==> src/rtl/rx_inv_pkg.sv <==
// Shared types and width helpers for the 2x2 receive-covariance inverse.
package rx_inv_pkg;

   typedef enum logic [2:0] {
      IDLE = 3'd0,
      MUL  = 3'd1,
      DET  = 3'd2,
      DIV  = 3'd3,
      DONE = 3'd4
   } rx_inv_state_t;

   // Element being divided, in output order b11, b12, b21, b22.
   typedef logic [1:0] rx_inv_elem_t;

   localparam rx_inv_elem_t ELEM_B11 = 2'd0;
   localparam rx_inv_elem_t ELEM_B12 = 2'd1;
   localparam rx_inv_elem_t ELEM_B21 = 2'd2;
   localparam rx_inv_elem_t ELEM_B22 = 2'd3;

   // Determinant of two IN_W x IN_W products needs one extra bit for the difference.
   function automatic int det_w(input int in_w);
      return 2 * in_w + 1;
   endfunction

   // Numerator magnitude (IN_W+1 bits, covers +2^(IN_W-1)) shifted up by FRAC_W.
   function automatic int div_w(input int in_w, input int frac_w);
      return in_w + 1 + frac_w;
   endfunction

   // Symmetric saturation magnitude for an out_w-bit signed result.
   function automatic int sat_limit(input int out_w);
      return (1 << (out_w - 1)) - 1;
   endfunction

endpackage

==> src/rtl/rx_inv_divider.sv <==
// Serial restoring unsigned divider: one quotient bit per cycle, MSB first.
// done rises DIV_W cycles after the start cycle and stays high until the next start.
module rx_inv_divider #(
   parameter int DIV_W = 25,
   parameter int DVS_W = 32
) (
   input  logic             clk_sys,
   input  logic             rst_b,
   input  logic             start,
   input  logic [DIV_W-1:0] dividend,
   input  logic [DVS_W-1:0] divisor,
   output logic [DIV_W-1:0] quotient,
   output logic             done
);

   localparam int CNT_W = $clog2(DIV_W + 1);

   // Remainder carries one spare bit so the shifted value never overflows.
   logic [DVS_W:0]   rem_q;
   logic [DIV_W-1:0] quo_q;
   logic [DVS_W-1:0] dvs_q;
   logic [CNT_W-1:0] cnt_q;
   logic             loaded_q;

   logic [DVS_W+1:0] shifted;
   logic [DVS_W+1:0] trial;

   // Shift in the next dividend bit and try subtracting the divisor.
   always_comb begin
      shifted = {rem_q, quo_q[DIV_W-1]};
      trial   = shifted - {2'b00, dvs_q};
   end

   // Load on start, then one restoring step per cycle until the down-counter expires.
   always_ff @(posedge clk_sys or negedge rst_b) begin
      if (!rst_b) begin
         rem_q    <= '0;
         quo_q    <= '0;
         dvs_q    <= '0;
         cnt_q    <= '0;
         loaded_q <= 1'b0;
      end else if (start) begin
         rem_q    <= '0;
         quo_q    <= dividend;
         dvs_q    <= divisor;
         cnt_q    <= CNT_W'(DIV_W);
         loaded_q <= 1'b1;
      end else if (cnt_q != '0) begin
         if (!trial[DVS_W+1]) begin
            rem_q <= trial[DVS_W:0];
            quo_q <= {quo_q[DIV_W-2:0], 1'b1};
         end else begin
            rem_q <= shifted[DVS_W:0];
            quo_q <= {quo_q[DIV_W-2:0], 1'b0};
         end
         cnt_q <= cnt_q - 1'b1;
      end
   end

   assign quotient = quo_q;
   assign done     = loaded_q && (cnt_q == '0);

endmodule

==> src/rtl/rx_inverse_2x2.sv <==
// Fixed-point inverse of a held 2x2 covariance matrix: adj(Rx)/det(Rx).
// One shared serial divider is reused for all four elements.
// Optional macro RX_INV_SAT_FLAG_EN adds O_sat, flagging any clamped element.
//
// state | meaning
// ------+--------------------------------------------------------------
// IDLE  | waiting for a rising edge of I_rx_valid; inputs captured on it
// MUL   | form p0 = a11*a22 and p1 = a12*a21
// DET   | form det = p0 - p1; zero det skips straight to DONE
// DIV   | per element: start, DIV_W divider steps, store signed/clamped
// DONE  | publish results with a one-cycle O_inv_valid
module rx_inverse_2x2
   import rx_inv_pkg::*;
#(
   parameter int IN_W   = 16,
   parameter int FRAC_W = 8,
   parameter int OUT_W  = 16
) (
   input  logic                   I_sys_clk,
   input  logic                   I_sys_rstn,
   input  logic signed [IN_W-1:0] I_a11,
   input  logic signed [IN_W-1:0] I_a12,
   input  logic signed [IN_W-1:0] I_a21,
   input  logic signed [IN_W-1:0] I_a22,
   input  logic                   I_rx_valid,
   output logic [OUT_W-1:0]       O_b11,
   output logic [OUT_W-1:0]       O_b12,
   output logic [OUT_W-1:0]       O_b21,
   output logic [OUT_W-1:0]       O_b22,
   output logic                   O_inv_valid,
   output logic                   O_singular,
`ifdef RX_INV_SAT_FLAG_EN
   output logic                   O_sat,
`endif
   output logic                   O_busy
);

   localparam int DET_W   = det_w(IN_W);
   localparam int DIV_W   = div_w(IN_W, FRAC_W);
   localparam int DVS_W   = DET_W - 1;
   localparam int NUM_W   = IN_W + 1;
   localparam int PRD_W   = 2 * IN_W;
   localparam int SAT_LIM = sat_limit(OUT_W);

   rx_inv_state_t           state_q;
   rx_inv_elem_t            elem_q;
   logic                    div_iter_q;
   logic                    rx_valid_q;
   logic                    singular_q;
   logic signed [IN_W-1:0]  a11_q, a12_q, a21_q, a22_q;
   logic signed [PRD_W-1:0] p0_q, p1_q;
   logic signed [DET_W-1:0] det_q;
   logic [OUT_W-1:0]        res_q [4];
`ifdef RX_INV_SAT_FLAG_EN
   logic                    sat_acc_q;
`endif

   logic signed [DET_W-1:0] det_next;
   logic signed [NUM_W-1:0] num;
   logic [NUM_W-1:0]        num_mag;
   logic [DVS_W-1:0]        det_mag;
   logic [DIV_W-1:0]        dividend;
   logic [DIV_W-1:0]        quotient;
   logic                    div_start;
   logic                    div_done;
   logic                    clamp;
   logic                    elem_neg;
   logic [OUT_W-1:0]        mag;
   logic [OUT_W-1:0]        elem_val;

   // Determinant from the registered products, widened before subtracting.
   always_comb begin
      det_next = DET_W'(p0_q) - DET_W'(p1_q);
   end

   // Adjugate numerator for the current element; widened first so -(-2^(IN_W-1)) stays positive.
   always_comb begin
      num = NUM_W'(a22_q);
      case (elem_q)
         ELEM_B11: num = NUM_W'(a22_q);
         ELEM_B12: num = -NUM_W'(a12_q);
         ELEM_B21: num = -NUM_W'(a21_q);
         ELEM_B22: num = NUM_W'(a11_q);
         default:  num = NUM_W'(a22_q);
      endcase
   end

   // Magnitude-domain division operands, then sign restore and symmetric clamp of the quotient.
   always_comb begin
      num_mag   = num[NUM_W-1] ? -num : num;
      det_mag   = det_q[DET_W-1] ? DVS_W'(-det_q) : DVS_W'(det_q);
      dividend  = {num_mag, {FRAC_W{1'b0}}};
      div_start = (state_q == DIV) && !div_iter_q;
      clamp     = quotient > DIV_W'(SAT_LIM);
      mag       = clamp ? OUT_W'(SAT_LIM) : quotient[OUT_W-1:0];
      elem_neg  = (num[NUM_W-1] ^ det_q[DET_W-1]) && (quotient != '0);
      elem_val  = elem_neg ? -mag : mag;
   end

   rx_inv_divider #(
      .DIV_W (DIV_W),
      .DVS_W (DVS_W)
   ) u_div (
      .clk_sys  (I_sys_clk),
      .rst_b    (I_sys_rstn),
      .start    (div_start),
      .dividend (dividend),
      .divisor  (det_mag),
      .quotient (quotient),
      .done     (div_done)
   );

   // Sequencer with all datapath and output registers; busy covers capture through the valid cycle.
   always_ff @(posedge I_sys_clk or negedge I_sys_rstn) begin
      if (!I_sys_rstn) begin
         state_q     <= IDLE;
         elem_q      <= ELEM_B11;
         div_iter_q  <= 1'b0;
         rx_valid_q  <= 1'b0;
         singular_q  <= 1'b0;
         a11_q       <= '0;
         a12_q       <= '0;
         a21_q       <= '0;
         a22_q       <= '0;
         p0_q        <= '0;
         p1_q        <= '0;
         det_q       <= '0;
         for (int i = 0; i < 4; i++) res_q[i] <= '0;
         O_b11       <= '0;
         O_b12       <= '0;
         O_b21       <= '0;
         O_b22       <= '0;
         O_inv_valid <= 1'b0;
         O_singular  <= 1'b0;
         O_busy      <= 1'b0;
`ifdef RX_INV_SAT_FLAG_EN
         sat_acc_q   <= 1'b0;
         O_sat       <= 1'b0;
`endif
      end else begin
         rx_valid_q  <= I_rx_valid;
         O_inv_valid <= 1'b0;
         unique case (state_q)
            IDLE: begin
               if (I_rx_valid && !rx_valid_q) begin
                  a11_q     <= I_a11;
                  a12_q     <= I_a12;
                  a21_q     <= I_a21;
                  a22_q     <= I_a22;
                  O_busy    <= 1'b1;
                  state_q   <= MUL;
`ifdef RX_INV_SAT_FLAG_EN
                  sat_acc_q <= 1'b0;
`endif
               end else begin
                  O_busy <= 1'b0;
               end
            end
            MUL: begin
               p0_q    <= PRD_W'(a11_q) * PRD_W'(a22_q);
               p1_q    <= PRD_W'(a12_q) * PRD_W'(a21_q);
               state_q <= DET;
            end
            DET: begin
               det_q      <= det_next;
               elem_q     <= ELEM_B11;
               div_iter_q <= 1'b0;
               singular_q <= (det_next == '0);
               state_q    <= (det_next == '0) ? DONE : DIV;
            end
            DIV: begin
               if (!div_iter_q) begin
                  div_iter_q <= 1'b1;
               end else if (div_done) begin
                  res_q[elem_q] <= elem_val;
                  div_iter_q    <= 1'b0;
`ifdef RX_INV_SAT_FLAG_EN
                  sat_acc_q     <= sat_acc_q | clamp;
`endif
                  if (elem_q == ELEM_B22) begin
                     state_q <= DONE;
                  end else begin
                     elem_q <= elem_q + 1'b1;
                  end
               end
            end
            DONE: begin
               O_b11       <= singular_q ? '0 : res_q[0];
               O_b12       <= singular_q ? '0 : res_q[1];
               O_b21       <= singular_q ? '0 : res_q[2];
               O_b22       <= singular_q ? '0 : res_q[3];
               O_singular  <= singular_q;
               O_inv_valid <= 1'b1;
`ifdef RX_INV_SAT_FLAG_EN
               O_sat       <= singular_q ? 1'b0 : sat_acc_q;
`endif
               state_q     <= IDLE;
            end
            default: state_q <= IDLE;
         endcase
      end
   end

endmodule

==> config.mk <==
export PLATFORM = sky130hd
export DESIGN_NAME = rx_inverse_2x2
export DESIGN_NICKNAME = d
export VERILOG_FILES = /design/src/rtl/rx_inv_pkg.sv /design/src/rtl/rx_inv_divider.sv /design/src/rtl/rx_inverse_2x2.sv
export SDC_FILE = /design/constraint.sdc
export NUM_CORES = 2
export LEC_CHECK = 0
export CAP_MARGIN = 25
export CORE_ASPECT_RATIO = 2
export CORE_UTILIZATION = 47
export CTS_BUF_LIST = sky130_fd_sc_hd__clkbuf_16
export CTS_CLUSTER_DIAMETER = 150
export DETAILED_ROUTE_END_ITERATION = 10
export PLACE_DENSITY_LB_ADDON = 0.2
export SYNTH_ARGS = -nofsm -noshare
export SYNTH_HDL_FRONTEND = slang
export SYNTH_SLANG_ARGS = --single-unit
==> constraint.sdc <==
create_clock -name I_sys_clk -period 8.38 [get_ports I_sys_clk]
set_input_delay 1.676 -clock I_sys_clk [delete_from_list [all_inputs] [get_ports I_sys_clk]]
set_output_delay 1.676 -clock I_sys_clk [all_outputs]
set_load 0.02 [all_outputs]
==> flow_summary_export.csv <==
group,metric,value,unit
worst_setup_path,worstPathMaxFanout,14,
route,wirelength_met1,38800,µm
clock_tree,htreeDepth,2,
synth,synth_top_area_cell,"fa_1",
global_route,grt_use_total,0.270,
clock_tree,cts.sinks,396,
synth,synth-async-reset-ratio,1.00,
clock_tree,cts_hold_buf,0,
placed_design,dp_hpwl,92800,µm
sta,rsz0062_at_grt,"false",
placed_design,portBuffers,133,
clock_tree,cts_resized,0,
worst_setup_path,critPathSlowestCell,"fa_1",
worst_setup_path,cp.arrival,7430,ps
synth,synth_common_cells,"720 x inv_1, 645 x nand2_1, 526 x fa_1",
worst_setup_path,crit_path_end_kind,"flop",
worst_setup_path,worstPathCellList,"inv_1 > nor2_1 > fa_1 > fa_1 > fa_1 > fa_1 > fa_1 > inv_1 > fa_1 > inv_1 > ha_1 > a21oi_1 > o21ai_0 > and2_1 > a211oi_1 > o221ai_1 > a211o_1 > a21oi_1 > xor2_1 > o21ai_0",
route,highest_layer,"met4",
finish,diodes,0,
run,cap_viol_max_count,0,
route,wl_met3,3790,µm
sta,skew,47.9,ps
route,routed_wl,117000,µm
synth,yosys_warnings,0,
synth,ys_seq_area_frac,0.238,
clock_tree,insertion_delay,640,ps
die,dieWidth,212,µm
synth,postSynthAreaPerCell,8.98,µm²
synth,ys_top_cells_by_area,"fa_1 25%, dfrtp_1 24%, ha_1 7.2%",
route,ant_nets,0,
sta,finalWorstSetupSlack,1390,ps
die,start_util,0.474,
worst_setup_path,worstPathRequired,8820,ps
clock_tree,cts_buffer_depth,3,
clock_tree,root_buffer,"clkbuf_16",
sta,hold_viol_final,0,
finish,fin_nets,5453,
placed_design,dp_slack,1470,ps
worst_setup_path,critPathKind,"reg2reg",
clock_tree,cts_tree,"done",
sta,setup_viol,0,
die,die_height,423,µm
min_path,min_path_type,"reg2reg",
placed_design,gp_congestion,0.932,
worst_setup_path,cpMostUsedCell,"fa_1",
route,initialDrtViolationCount,1634,
synth,ys.flop_type,"dfrtp_1",
synth,syn_area,0.0416,mm²
synth,ys_ff_latch,396,
route,viasPerCell,5.43,
route,met2_length,63900,µm
synth,yosysTopAreaCellShare,0.253,
clock_tree,cts_setup_buffers,0,
sta,post-route-period-util,0.834,
global_route,grt_pass1_vias,33700,
route,firstDrtPassIters,5,
route,via_count,31600,
die,ioPinCount,134,
finish,drive_gt1_frac,0.0486,
synth,synth_edf_count,0,
sta,setup_tns,0,ps
global_route,grt_max_degree,108,
clock_tree,clk_pin_slew,70,ps
global_route,antenna_found_initial,1,
route,drc_errors,0,
synth,synth_cell_types,82,
die,fp.dieArea,0.0898,mm²
worst_setup_path,cpPeakStageDelay,590,ps
route,wl_per_cell,20.1,µm
synth,synth_cells,4636,
die,num_rows,154,
finish,syn2layout_area_growth,8.93,%
sta,min_period,6990,ps
die,coreArea,0.0879,mm²
clock_tree,cts_inserted_buffers,41,
sta,drv_slew,0,
outcome,status,"completed",
global_route,grt_overflow,0,
worst_setup_path,startpoint_type,"flop",
synth,synth_fp_nets,5468,
sta,fmax,143,MHz
sta,maxSlewHeadroom,0.273,
global_route,grt_pass1_wl,184000,µm
sta,tightest_slew,1080,ps
synth,synth.most_common_cell,"inv_1",
## area by class of cell
cell class              instances  area (µm²)
fillers                      8353       42500
multi-input cells            3287       28200
flip-flops and latches        396        9910
inverters                     720        2700
repair buffers                175        1710
well taps                    1170        1460
clock buffers                  41        1030
clock inverters                34         363
## worst paths after layout
kind | start | to | slack, ps | depth (start not counted)
max in group asynchronous | I_sys_rstn | det_q[32] | 5370 | 3
setup / recovery | a22_q[15] | p0_q[30] | 1390 | 20
hold / removal | O_b21[2] | O_b21[2] | 470 | 2
setup reg to reg | a22_q[15] | p0_q[30] | 1390 | 20
hold reg to reg | O_b21[2] | O_b21[2] | 470 | 2
min in group asynchronous | I_sys_rstn | O_b22[2] | 1070 | 1
## stage by stage
step | area (µm²) | utilization | instances | hold slack (ps)
6_report | 45300 | 0.516 | 5823 | 475
5_1_grt | 45300 | 0.516 | 5823 | 498
4_1_cts | 45300 | 0.516 | 5822 | 484
3_5_place_dp | 43900 | 0.500 | 5747 | 469
3_3_place_gp | 43900 | 0.499 | 5744 | 460
2_1_floorplan | 41600 | - | 4636 | 448
## per-layer routing
layer | vias to the layer above | global-route usage
met3 | 402 | 0.0246
met1 | 15600 | 0.266
li1 | 14800 | -
met4 | 0 | 0.211
met2 | 795 | 0.507
met5 | - | 0
## kinds of logic (layout without fill, tap and decap cells)
group,Yosys count,in the layout,share of synthesized area
buffers and inverters,953,970,0.0863
muxes,116,116,0.0304
adders and majority gates,765,765,0.325
AOI/OAI and AO/OA,783,783,0.116
xor gates and xnor gates,174,174,0.0371
and+or+nand+nor,1449,1449,0.167
DFF,396,396,0.238
## cell usage in the layout (no fill, tap or decap), types with 41 or more instances in the layout
cell and instances:
nor2_1 177, fa_1 526, nand3_1 52, xor2_1 69, mux2_2 85, o21ai_0 297
a21o_1 44, nor3_1 46, dfrtp_1 396, nand2_1 645, nand2b_1 102, a21oi_1 153
xnor2_1 104, clkbuf_16 41, inv_1 727, clkdlybuf4s50_1 132, ha_1 239, and2_1 257
## worst max-delay path: cells and delay by family (launching register included)
| kind | cells | cell delay, ps |
|---|---|---|
| buffers and inverters | 3 | 650 |
| and+or+nand+nor | 2 | 320 |
| xor gates and xnor gates | 1 | 150 |
| DFF | 1 | 450 |
| adders and majority gates | 7 | 3590 |
| AOI/OAI and AO/OA | 7 | 1630 |
## sequential cells by signal (all words and copies together) (netlist names), 25 cells and up
name	count
u_div.quotient	25
det_q	33
u_div.dvs_q	32
u_div.rem_q	33
p1_q	32
res_q	64
p0_q	32
Power is left out: the tool's default activity adds up to more than one toggle a clock period on the data nets, which glitch-free logic cannot reach.
